File: src/rtl/mem_access_unit_if.sv
// Word-wide memory port between the load/store unit and memory.
// No internal state; signals pass straight through.
// The unit holds mem_req and payload stable until mem_ready.
interface mem_access_unit_if;
  logic        mem_req;
  logic        mem_we;
  logic [31:0] mem_addr;
  logic [3:0]  mem_wmask;
  logic [31:0] mem_wdata;
  logic        mem_ready;
  logic [31:0] mem_rdata;

  // Load/store unit side: issues requests, consumes ready/rdata.
  modport master (
    output mem_req,
    output mem_we,
    output mem_addr,
    output mem_wmask,
    output mem_wdata,
    input  mem_ready,
    input  mem_rdata
  );

  // Memory side: accepts requests, returns ready/rdata.
  modport slave (
    input  mem_req,
    input  mem_we,
    input  mem_addr,
    input  mem_wmask,
    input  mem_wdata,
    output mem_ready,
    output mem_rdata
  );
endinterface

File: src/rtl/mem_access_unit.sv
// RV32I load/store stage: byte address in, word memory access out, load data extended.
// start at edge N -> mem_req in cycle N+1; done one cycle after mem_ready (N+2 best case).
// mem_req held until mem_ready or timeout; start is ignored while busy.
module mem_access_unit #(
  parameter logic [6:0]  LTYPE   = 7'b0000011,
  parameter logic [6:0]  STYPE   = 7'b0100011,
  parameter int unsigned TIMEOUT = 16
) (
  input  logic                     clk_i,
  input  logic                     rst_i,
  input  logic                     start_i,
  input  logic [6:0]               opcode_i,
  input  logic [2:0]               func3_i,
  input  logic [31:0]              addr_i,
  input  logic [31:0]              store_data_i,
  mem_access_unit_if.master        mem,
  output logic                     busy_o,
  output logic                     done_o,
  output logic [31:0]              load_data_o,
  output logic [1:0]               err_code_o
);

  localparam logic [1:0] ERR_OK      = 2'b00;
  localparam logic [1:0] ERR_MISALIGN = 2'b01;
  localparam logic [1:0] ERR_TIMEOUT = 2'b10;
  localparam logic [1:0] ERR_ILLEGAL = 2'b11;

  // One spare count beyond TIMEOUT so the counter can saturate without wrapping.
  localparam int unsigned    CW      = $clog2(TIMEOUT + 2);
  localparam logic [CW-1:0]  TO_LAST = (TIMEOUT > 0) ? CW'(TIMEOUT - 1) : '0;

  typedef enum logic [1:0] {
    S_IDLE = 2'b00,
    S_REQ  = 2'b01,
    S_RESP = 2'b10
  } state_e;

  state_e         state_q;
  logic           mem_req_q;
  logic           mem_we_q;
  logic [31:0]    mem_addr_q;
  logic [3:0]     mem_wmask_q;
  logic [31:0]    mem_wdata_q;
  logic           busy_q;
  logic           done_q;
  logic [31:0]    load_data_q;
  logic [1:0]     err_code_q;
  logic [2:0]     func3_q;
  logic [1:0]     off_q;
  logic [CW-1:0]  cnt_q;

  // Decoded view of the access presented on start
  logic           is_ld;
  logic           is_st;
  logic           legal_d;
  logic           misal_d;
  logic           fault_d;
  logic [1:0]     err_d;
  logic           we_d;
  logic [3:0]     mask_d;
  logic [31:0]    wdata_d;

  // Load path
  logic [31:0]    lane;
  logic [31:0]    load_ext_d;

  // Classify the incoming access and build store lanes/data.
  always_comb begin
    is_ld   = (opcode_i == LTYPE);
    is_st   = (opcode_i == STYPE);
    legal_d = 1'b0;
    misal_d = 1'b0;
    mask_d  = 4'b0000;
    wdata_d = 32'h0;
    we_d    = is_st;

    if (is_ld) begin
      legal_d = (func3_i == 3'b000) || (func3_i == 3'b001) || (func3_i == 3'b010) ||
                (func3_i == 3'b100) || (func3_i == 3'b101);
    end else if (is_st) begin
      legal_d = (func3_i == 3'b000) || (func3_i == 3'b001) || (func3_i == 3'b010);
    end

    // func3[1:0] encodes the access size for every legal encoding.
    case (func3_i[1:0])
      2'b01:   misal_d = addr_i[0];
      2'b10:   misal_d = (addr_i[1:0] != 2'b00);
      default: misal_d = 1'b0;
    endcase

    if (is_st) begin
      case (func3_i[1:0])
        2'b00: begin
          mask_d  = 4'b0001 << addr_i[1:0];
          wdata_d = {4{store_data_i[7:0]}};
        end
        2'b01: begin
          mask_d  = 4'b0011 << addr_i[1:0];
          wdata_d = {2{store_data_i[15:0]}};
        end
        default: begin
          mask_d  = 4'b1111;
          wdata_d = store_data_i;
        end
      endcase
    end

    // An illegal encoding has no meaningful size, so it outranks misalignment.
    if (!legal_d) begin
      err_d = ERR_ILLEGAL;
    end else if (misal_d) begin
      err_d = ERR_MISALIGN;
    end else begin
      err_d = ERR_OK;
    end
    fault_d = !legal_d || misal_d;
  end

  // Shift the addressed lane down and extend it according to the latched func3.
  always_comb begin
    lane = mem.mem_rdata >> {off_q, 3'b000};
    case (func3_q)
      3'b000:  load_ext_d = {{24{lane[7]}}, lane[7:0]};
      3'b001:  load_ext_d = {{16{lane[15]}}, lane[15:0]};
      3'b100:  load_ext_d = {24'h0, lane[7:0]};
      3'b101:  load_ext_d = {16'h0, lane[15:0]};
      default: load_ext_d = mem.mem_rdata;
    endcase
  end

  // Access sequencer; every output is a register updated here.
  always_ff @(posedge clk_i) begin
    if (rst_i) begin
      state_q     <= S_IDLE;
      mem_req_q   <= 1'b0;
      mem_we_q    <= 1'b0;
      mem_addr_q  <= 32'h0;
      mem_wmask_q <= 4'b0000;
      mem_wdata_q <= 32'h0;
      busy_q      <= 1'b0;
      done_q      <= 1'b0;
      load_data_q <= 32'h0;
      err_code_q  <= ERR_OK;
      func3_q     <= 3'b000;
      off_q       <= 2'b00;
      cnt_q       <= '0;
    end else begin
      case (state_q)
        S_IDLE: begin
          done_q <= 1'b0;
          if (start_i) begin
            busy_q <= 1'b1;
            if (fault_d) begin
              // Faults skip the memory entirely and report on the next cycle.
              state_q    <= S_RESP;
              done_q     <= 1'b1;
              err_code_q <= err_d;
            end else begin
              state_q     <= S_REQ;
              mem_req_q   <= 1'b1;
              mem_we_q    <= we_d;
              mem_addr_q  <= {addr_i[31:2], 2'b00};
              mem_wmask_q <= mask_d;
              mem_wdata_q <= wdata_d;
              func3_q     <= func3_i;
              off_q       <= addr_i[1:0];
              cnt_q       <= '0;
            end
          end
        end

        S_REQ: begin
          if (mem.mem_ready) begin
            // A ready in the last counted cycle completes normally.
            state_q    <= S_RESP;
            mem_req_q  <= 1'b0;
            done_q     <= 1'b1;
            err_code_q <= ERR_OK;
            if (!mem_we_q) begin
              load_data_q <= load_ext_d;
            end
          end else if ((TIMEOUT > 0) && (cnt_q == TO_LAST)) begin
            state_q    <= S_RESP;
            mem_req_q  <= 1'b0;
            done_q     <= 1'b1;
            err_code_q <= ERR_TIMEOUT;
          end else if (cnt_q != '1) begin
            cnt_q <= cnt_q + CW'(1);
          end
        end

        S_RESP: begin
          state_q <= S_IDLE;
          done_q  <= 1'b0;
          busy_q  <= 1'b0;
        end

        default: begin
          state_q   <= S_IDLE;
          mem_req_q <= 1'b0;
          done_q    <= 1'b0;
          busy_q    <= 1'b0;
        end
      endcase
    end
  end

  assign mem.mem_req   = mem_req_q;
  assign mem.mem_we    = mem_we_q;
  assign mem.mem_addr  = mem_addr_q;
  assign mem.mem_wmask = mem_wmask_q;
  assign mem.mem_wdata = mem_wdata_q;

  assign busy_o      = busy_q;
  assign done_o      = done_q;
  assign load_data_o = load_data_q;
  assign err_code_o  = err_code_q;

endmodule

File: src/flat_wrapper.sv
// flat-port wrapper written by rule: the top's interface ports become plain ports
module mem_access_unit_flat 
#(
  parameter logic [6:0]  LTYPE   = 7'b0000011,
  parameter logic [6:0]  STYPE   = 7'b0100011,
  parameter int unsigned TIMEOUT = 16
)
  (clk_i, rst_i, start_i, opcode_i, func3_i, addr_i, store_data_i, busy_o, done_o, load_data_o, err_code_o, mem_mem_req, mem_mem_we, mem_mem_addr, mem_mem_wmask, mem_mem_wdata, mem_mem_ready, mem_mem_rdata);
  mem_access_unit_if mem_i ();
  input  logic clk_i;
  input  logic rst_i;
  input  logic start_i;
  input  logic [6:0] opcode_i;
  input  logic [2:0] func3_i;
  input  logic [31:0] addr_i;
  input  logic [31:0] store_data_i;
  output logic busy_o;
  output logic done_o;
  output logic [31:0] load_data_o;
  output logic [1:0] err_code_o;
  output wire logic [$bits(mem_i.mem_req)-1:0] mem_mem_req;
  output wire logic [$bits(mem_i.mem_we)-1:0] mem_mem_we;
  output wire logic [$bits(mem_i.mem_addr)-1:0] mem_mem_addr;
  output wire logic [$bits(mem_i.mem_wmask)-1:0] mem_mem_wmask;
  output wire logic [$bits(mem_i.mem_wdata)-1:0] mem_mem_wdata;
  input wire logic [$bits(mem_i.mem_ready)-1:0] mem_mem_ready;
  input wire logic [$bits(mem_i.mem_rdata)-1:0] mem_mem_rdata;
  assign mem_mem_req = mem_i.mem_req;
  assign mem_mem_we = mem_i.mem_we;
  assign mem_mem_addr = mem_i.mem_addr;
  assign mem_mem_wmask = mem_i.mem_wmask;
  assign mem_mem_wdata = mem_i.mem_wdata;
  assign mem_i.mem_ready = mem_mem_ready;
  assign mem_i.mem_rdata = mem_mem_rdata;
  mem_access_unit #(.LTYPE(LTYPE), .STYPE(STYPE), .TIMEOUT(TIMEOUT)) u_core (.clk_i(clk_i), .rst_i(rst_i), .start_i(start_i), .opcode_i(opcode_i), .func3_i(func3_i), .addr_i(addr_i), .store_data_i(store_data_i), .mem(mem_i), .busy_o(busy_o), .done_o(done_o), .load_data_o(load_data_o), .err_code_o(err_code_o));
endmodule
File: config.mk
export PLATFORM = sky130hd
export DESIGN_NAME = mem_access_unit_flat
export DESIGN_NICKNAME = d
export VERILOG_FILES = /design/src/rtl/mem_access_unit_if.sv /design/src/rtl/mem_access_unit.sv /design/src/flat_wrapper.sv
export SDC_FILE = /design/constraint.sdc
export NUM_CORES = 1
export LEC_CHECK = 0
export ABC_AREA = 1
export CAP_MARGIN = 20
export CELL_PAD_IN_SITES_DETAIL_PLACEMENT = 0
export CELL_PAD_IN_SITES_GLOBAL_PLACEMENT = 1
export CORE_MARGIN = 4
export CORE_UTILIZATION = 23
export DETAILED_ROUTE_END_ITERATION = 6
export GPL_TIMING_DRIVEN = 0
export PLACE_DENSITY = 0.69
export SKIP_CTS_REPAIR_TIMING = 1
export SLEW_MARGIN = 20
export SYNTH_ARGS = -nofsm -noshare
export SYNTH_HDL_FRONTEND = slang
export SYNTH_SLANG_ARGS = --single-unit
File: constraint.sdc
create_clock -name clk_i -period 2 [get_ports clk_i]
set_clock_uncertainty 0.1 [all_clocks]
set_input_delay 0.3 -clock clk_i [delete_from_list [all_inputs] [get_ports clk_i]]
set_output_delay 0.3 -clock clk_i [all_outputs]
set_load 0.005 [all_outputs]
After elaboration in Yosys (flattened, before gate mapping)
Cells that the tools add are included.
Cells by class
  multiplexer cells: 37
  equality and inequality tests: 22
  bitwise operators: 4
  reduce and logical (&&, ||, !) cells: 19
  $add $sub $neg: 1
  shift operators: 3
Operator list (number)
  $pmux W32 S4: 1
  $pmux W32 S2: 1
  $mux W32: 1
  $shr A32 B5 Y16: 1
  $mux W5: 5
  $mux W2: 8
  $eq A3 B3 Y1 const B: 4
  $mux W1: 12
  $pmux W5 S2: 1
  $ne A2 B2 Y1 const B: 4
  $pmux W2 S2: 2
  $pmux W4 S2: 1
  $reduce_and A4 Y1: 2
  $eq A7 B2 Y1 const B: 1
  $eq A7 B6 Y1 const B: 1
  $eq A3 B1 Y1 const B: 2
  $logic_not A3 Y1: 2
  $pmux W1 S2: 3
  $reduce_and A3 Y1: 2
  $reduce_and A6 Y1: 1
  $add A5 B1 Y5 const B: 1
  $eq A5 B4 Y1 const B: 1
  $logic_or A1 B1 Y1: 5
  $ne A5 B5 Y1 const B: 1
  other kinds (14): 23
Storage, ports and cells
  logic and storage cells: 99
  bits of input ports: 110
  output and inout port bits: 106
  register bits: 116

Depth between registers and ports, before layout
  depth in word-level cells: 11
  gate-level depth with buffers: 13
  mapped depth without buffers: 12

Worst setup path after synthesis
OpenSTA, ideal clock, no wires.
  path kind: input -> register
  start point: in func3_i[0]
  end point: reg u_core.mem_wdata_q[30] (netlist: u_core.mem.mem_wdata[30])
  setup time: 0.128 ns
  buffers on the path: 2
  required time: 1.772 ns
  cell stages on the path: 13
  data arrival time: 1.499 ns
  path slack: 0.273 ns
  path through: inv_1 > ha_1 > buf_4 > nor2_4 > nand2_2 > nand2_2 > nor2_4 > nand3_4 > buf_6 > nand2_1 > inv_1 > nor2_1 > nor2_1
Between the ends
  cells in the longest elaborated chain, start to end: 10
  elaborated cells on any way between the ends: 21
  those cells by class: 6 x eq/ne; 5 x mux; 1 x bitwise; 9 x reduce/logical
Ends and longest elaborated chain
  start: declaration: RTL line flat_wrapper.sv:14  | input logic [2:0] func3_i;
  $eq A3 B1 Y1 / $logic_not A3 Y1 (equally long branches): RTL line mem_access_unit.sv:78, mem_access_unit.sv:81
  $logic_or A1 B1 Y1 (2 in a row): RTL line mem_access_unit.sv:78, mem_access_unit.sv:81
  $logic_or A1 B1 Y1: RTL line mem_access_unit.sv:78  | legal_d = (func3_i == 3'b000) || (func3_i == 3'b001) || (func3_i == 3'b010) ||
  $logic_or A1 B1 Y1: RTL line mem_access_unit.sv:79  | (func3_i == 3'b100) || (func3_i == 3'b101);
  $mux W1: RTL line mem_access_unit.sv:77  | if (is_ld) begin
  $logic_not A1 Y1
  $logic_or A1 B1 Y1: RTL line mem_access_unit.sv:116  | fault_d = !legal_d || misal_d;
  $not A1 Y1 (no line)
  $reduce_and A3 Y1 (no line)
  end signal: assignment: RTL line mem_access_unit.sv:164  | mem_wdata_q <= wdata_d;
  end: declaration: RTL line mem_access_unit.sv:43  | logic [31:0] mem_wdata_q;
Parallel ways exist; a longest one is shown, timed or not.
A chain may end at the register's enable or synchronous reset.

Worst setup path in the final report
  start point: reg u_core.func3_q[1]
  end point: reg u_core.load_data_q[27] (netlist: u_core.load_data_o[27])
Between the ends
  cells in the longest elaborated chain, start to end: 2
  elaborated cells on any way between the ends: 5
  those cells by class: 3 x eq/ne; 1 x mux; 1 x reduce/logical
Ends and longest elaborated chain
  start: declaration: RTL line mem_access_unit.sv:48  | logic [2:0] func3_q;
  start signal: assignment: RTL line mem_access_unit.sv:165  | func3_q <= func3_i;
  $eq A3 B3 Y1 (tied with other cells): RTL line mem_access_unit.sv:122  | case (func3_q)
  $pmux W32 S4 *: RTL line mem_access_unit.sv:122
  end signal: assignment: RTL line mem_access_unit.sv:180  | load_data_q <= load_ext_d;
  end: declaration: RTL line mem_access_unit.sv:46  | logic [31:0] load_data_q;
Every way passes the cells marked *; elsewhere a longest branch is shown, timed or not.

==> results.sh <==
export IMPL_area_growth_synth_to_final_pct=56.8
export IMPL_ir_drop_mv=0.479
export IMPL_drive_gt1_share_pct=9.10
export IMPL_yosys_warnings=0
export IMPL_setup_viol=0
export IMPL_vias=6199
export IMPL_synth_edf_count=0
export IMPL_p_sw_mw=1.48
export IMPL_pin_count=216
export IMPL_power_density_nw_per_um2=659
export IMPL_syn_avg_cell_area_um2=6.46
export IMPL_synthTopCellsByArea="dfxtp_1 40%, nor2_1 16%, nand2_1 9.3%, inv_1 7.0%, o21ai_0 6.3%"
export IMPL_cp_required_ns=2.21
export IMPL_fin_crit_ns=1.82
export IMPL_cts_tree="built"
export IMPL_post_route_util_pct=37.1
export IMPL_synth_top_area_share_pct=39.9
export IMPL_dieWidth_um=167
export IMPL_synth_area_um2=5820
export IMPL_wire_per_inst_um=14.5
export IMPL_synthCells=900
export IMPL_cts_root_buf="clkbuf_16"
export IMPL_netlist_cell_type_count=33
export IMPL_grt_overflow_total=0
export IMPL_grt_pass1_vias=5964
export IMPL_cp_arrival_ns=2.03
export IMPL_max_cap_violations=0
export IMPL_dp_cells=1437
export IMPL_slew_headroom_pct=53.0
export IMPL_hpwlAfterDp_mm=16.1
export IMPL_drc=0
export IMPL_internal_power_mw=4.52
export IMPL_yosysSeqAreaShare_pct=39.9
export IMPL_leakage_nw=4.23
export IMPL_power_frac_clock_pct=52.2
export IMPL_hold_violations=0
export IMPL_core_um2=24600
export IMPL_power_mw=6.01
export IMPL_fin_cells=1479
export IMPL_async_flop_share_pct=0
export IMPL_clkLatencyLatePin_ns=0.42
export IMPL_via_per_inst=4.19
export IMPL_antenna_found_initial=1
export IMPL_clkSinkCount=116
export IMPL_ant_nets=0
export IMPL_grt_max_degree=17
export IMPL_timing_final_max_slew_violations=0
export IMPL_comb_power_share_pct=9.0
export IMPL_layout_nets=1257
export IMPL_htree_levels=4
export IMPL_wl_mm=21.4
export IMPL_grt_pass1_wl_mm=32.5
export IMPL_dr_pass1_iters=5
export IMPL_clockBufferDepth=2
export IMPL_synth_top_flop_cell="dfxtp_1"
export IMPL_switching_share_pct=24.7
export IMPL_critPathLaunchType="register"
export IMPL_fp_dieH_um=167
export IMPL_status="completed"
export IMPL_io_buffer_count=212
export IMPL_period_share_pct=91.2
export IMPL_initialDrtViolationCount=304
export IMPL_num_rows=57
export IMPL_routabilityCongestion=0.815
export IMPL_ys_seq_elements=116
export IMPL_start_util_pct=23.6
export IMPL_p_seq_share_pct=38.8
export IMPL_rsz0062_at_grt="false"
export IMPL_grtUsageTotal_pct=14.7
export IMPL_yosysTopAreaCell="dfxtp_1"
export IMPL_worstMarginPinSlew_ns=0.705
export IMPL_clkTransAtPathRegs_ns=0.06
export IMPL_numCtsBuffers=17
export IMPL_crit_path_end_kind="register"
export IMPL_fmax_ghz=0.548
export IMPL_critical_path_class="register to register"
export IMPL_holdCritPathClass="input pin to register"
export IMPL_dieArea_um2=27900
export IMPL_crit_path_max_fanout=10
==> per-stage QoR <==
stage	instance area, µm²	setup slack (ns)	hold WS, ns	TNS [ns]
final	9120	0.175	0.110	0
after global routing	9120	0.000756	0.104	0
after CTS	8950	-0.137	0.336	-4.81
after detailed placement	8350	-0.575	0.358	-41.55
after global placement	8350	-0.569	0.354	-41.08
after floorplan	5820	0.273	0.335	0
==> cell families after synthesis <==
logic type | after synthesis | synth area share, %
flops | 116 | 39.9
buf+inv | 163 | 12.6
other cells | 1 | 0.0645
xor+xnor | 1 | 0.151
simple gates | 462 | 33.0
compound gates | 151 | 13.0
fa+ha+maj | 6 | 1.29
==> metal layers <==
layer / vias to the layer above / global-route usage (%) / routed length [µm]
met5: - / 0 / 0
met4: 0 / 4.13 / 308
met3: 20 / 4.43 / 1380
met2: 179 / 22.8 / 9680
met1: 2737 / 19.9 / 10000
li1: 3263 / - / -
==> cell type report <==
cell class / instances / area [µm²]
Tap cell: 324 / 405
Buffer: 49 / 327
Inverter: 114 / 433
Multi-Input combinational cell: 623 / 2790
Sequential cell: 116 / 2320
Timing Repair Buffer: 220 / 2230
Fill cell: 2668 / 15500
Clock inverter: 13 / 149
Clock buffer: 19 / 453
Antenna cell: 1 / 2.50
==> path summary, 6_finish.rpt <==
check | end | from | slack (ns) | cells after the start
min | u_core.func3_q[1] | func3_i[1] | 0.11 | 3
max reg2reg | u_core.load_data_o[27] | u_core.func3_q[1] | 0.18 | 9
max | u_core.load_data_o[27] | u_core.func3_q[1] | 0.18 | 9
min reg2reg | u_core.err_code_o[0] | u_core.err_code_o[0] | 0.37 | 2
==> state kept, by name (all words and copies together) (netlist names) <==
signal                count
u_core.err_code_o         2
u_core.cnt_q              5
u_core.done_o             1
u_core.func3_q            3
u_core.busy_o             1
u_core.load_data_o       32
u_core.mem.mem_req        1
u_core.state_q            2
u_core.mem.mem_addr      30
u_core.mem.mem_wmask      4
u_core.off_q              2
u_core.mem.mem_wdata     32
u_core.mem.mem_we         1
==> cells in the final DEF, fill, tap and decap left out, types with 2 or more instances in the layout <==
cell | Yosys | routed
nor2_1 | 253 | 251
clkdlybuf4s50_1 | 0 | 210
nand2_1 | 144 | 142
dfxtp_1 | 116 | 116
inv_1 | 108 | 105
o21ai_0 | 73 | 71
a21oi_1 | 45 | 45
nand3_1 | 42 | 41
o21ai_1 | 32 | 34
clkbuf_16 | 0 | 19
clkbuf_1 | 17 | 15
buf_4 | 10 | 15
buf_6 | 9 | 9
nand2_2 | 6 | 8
inv_2 | 4 | 7
buf_2 | 9 | 7
nor2_2 | 3 | 5
inv_6 | 0 | 5
ha_1 | 6 | 5
nor2_4 | 3 | 3
buf_1 | 4 | 3
nand3_2 | 1 | 3
clkinv_4 | 0 | 3
clkinvlp_4 | 0 | 3
nand3_4 | 2 | 2
buf_8 | 0 | 2
clkbuf_2 | 0 | 2
conb_1 | 1 | 2
clkbuf_8 | 0 | 2
bufinv_16 | 0 | 2
dlymetal6s2s_1 | 0 | 2
==> power by group through the flow <==
stage	Sequential, mW	Clock [mW]	Combinational (mW)
3_3_place_gp	2.38	0	0.532
2_1_floorplan	2.38	0	0.192
4_1_cts	2.33	3.22	0.530
6_report	2.33	3.14	0.540
5_1_grt	2.33	3.33	0.590
3_5_place_dp	2.38	0	0.527
==> synth_stat cells (2+ instances only) <==
library cell  number
a21oi_1           45
buf_1              4
buf_2              9
buf_4             10
buf_6              9
clkbuf_1          17
dfxtp_1          116
ha_1               6
inv_1            108
inv_2              4
nand2_1          144
nand2_2            6
nand3_1           42
nand3_4            2
nor2_1           253
nor2_2             3
nor2_4             3
o21ai_0           73
o21ai_1           32
==> worst max-delay path, cell delays in order (launching register included) <==
cell and delay [ns]:
dfxtp_1 0.30, buf_4 0.17, clkinv_1 0.29, nand2_1 0.17, nor2_1 0.06, nand2_1 0.08, nand3_2 0.16, buf_6 0.20
o21ai_0 0.14, inv_1 0.05
No activity file was read; power rests on OpenSTA's default activity.
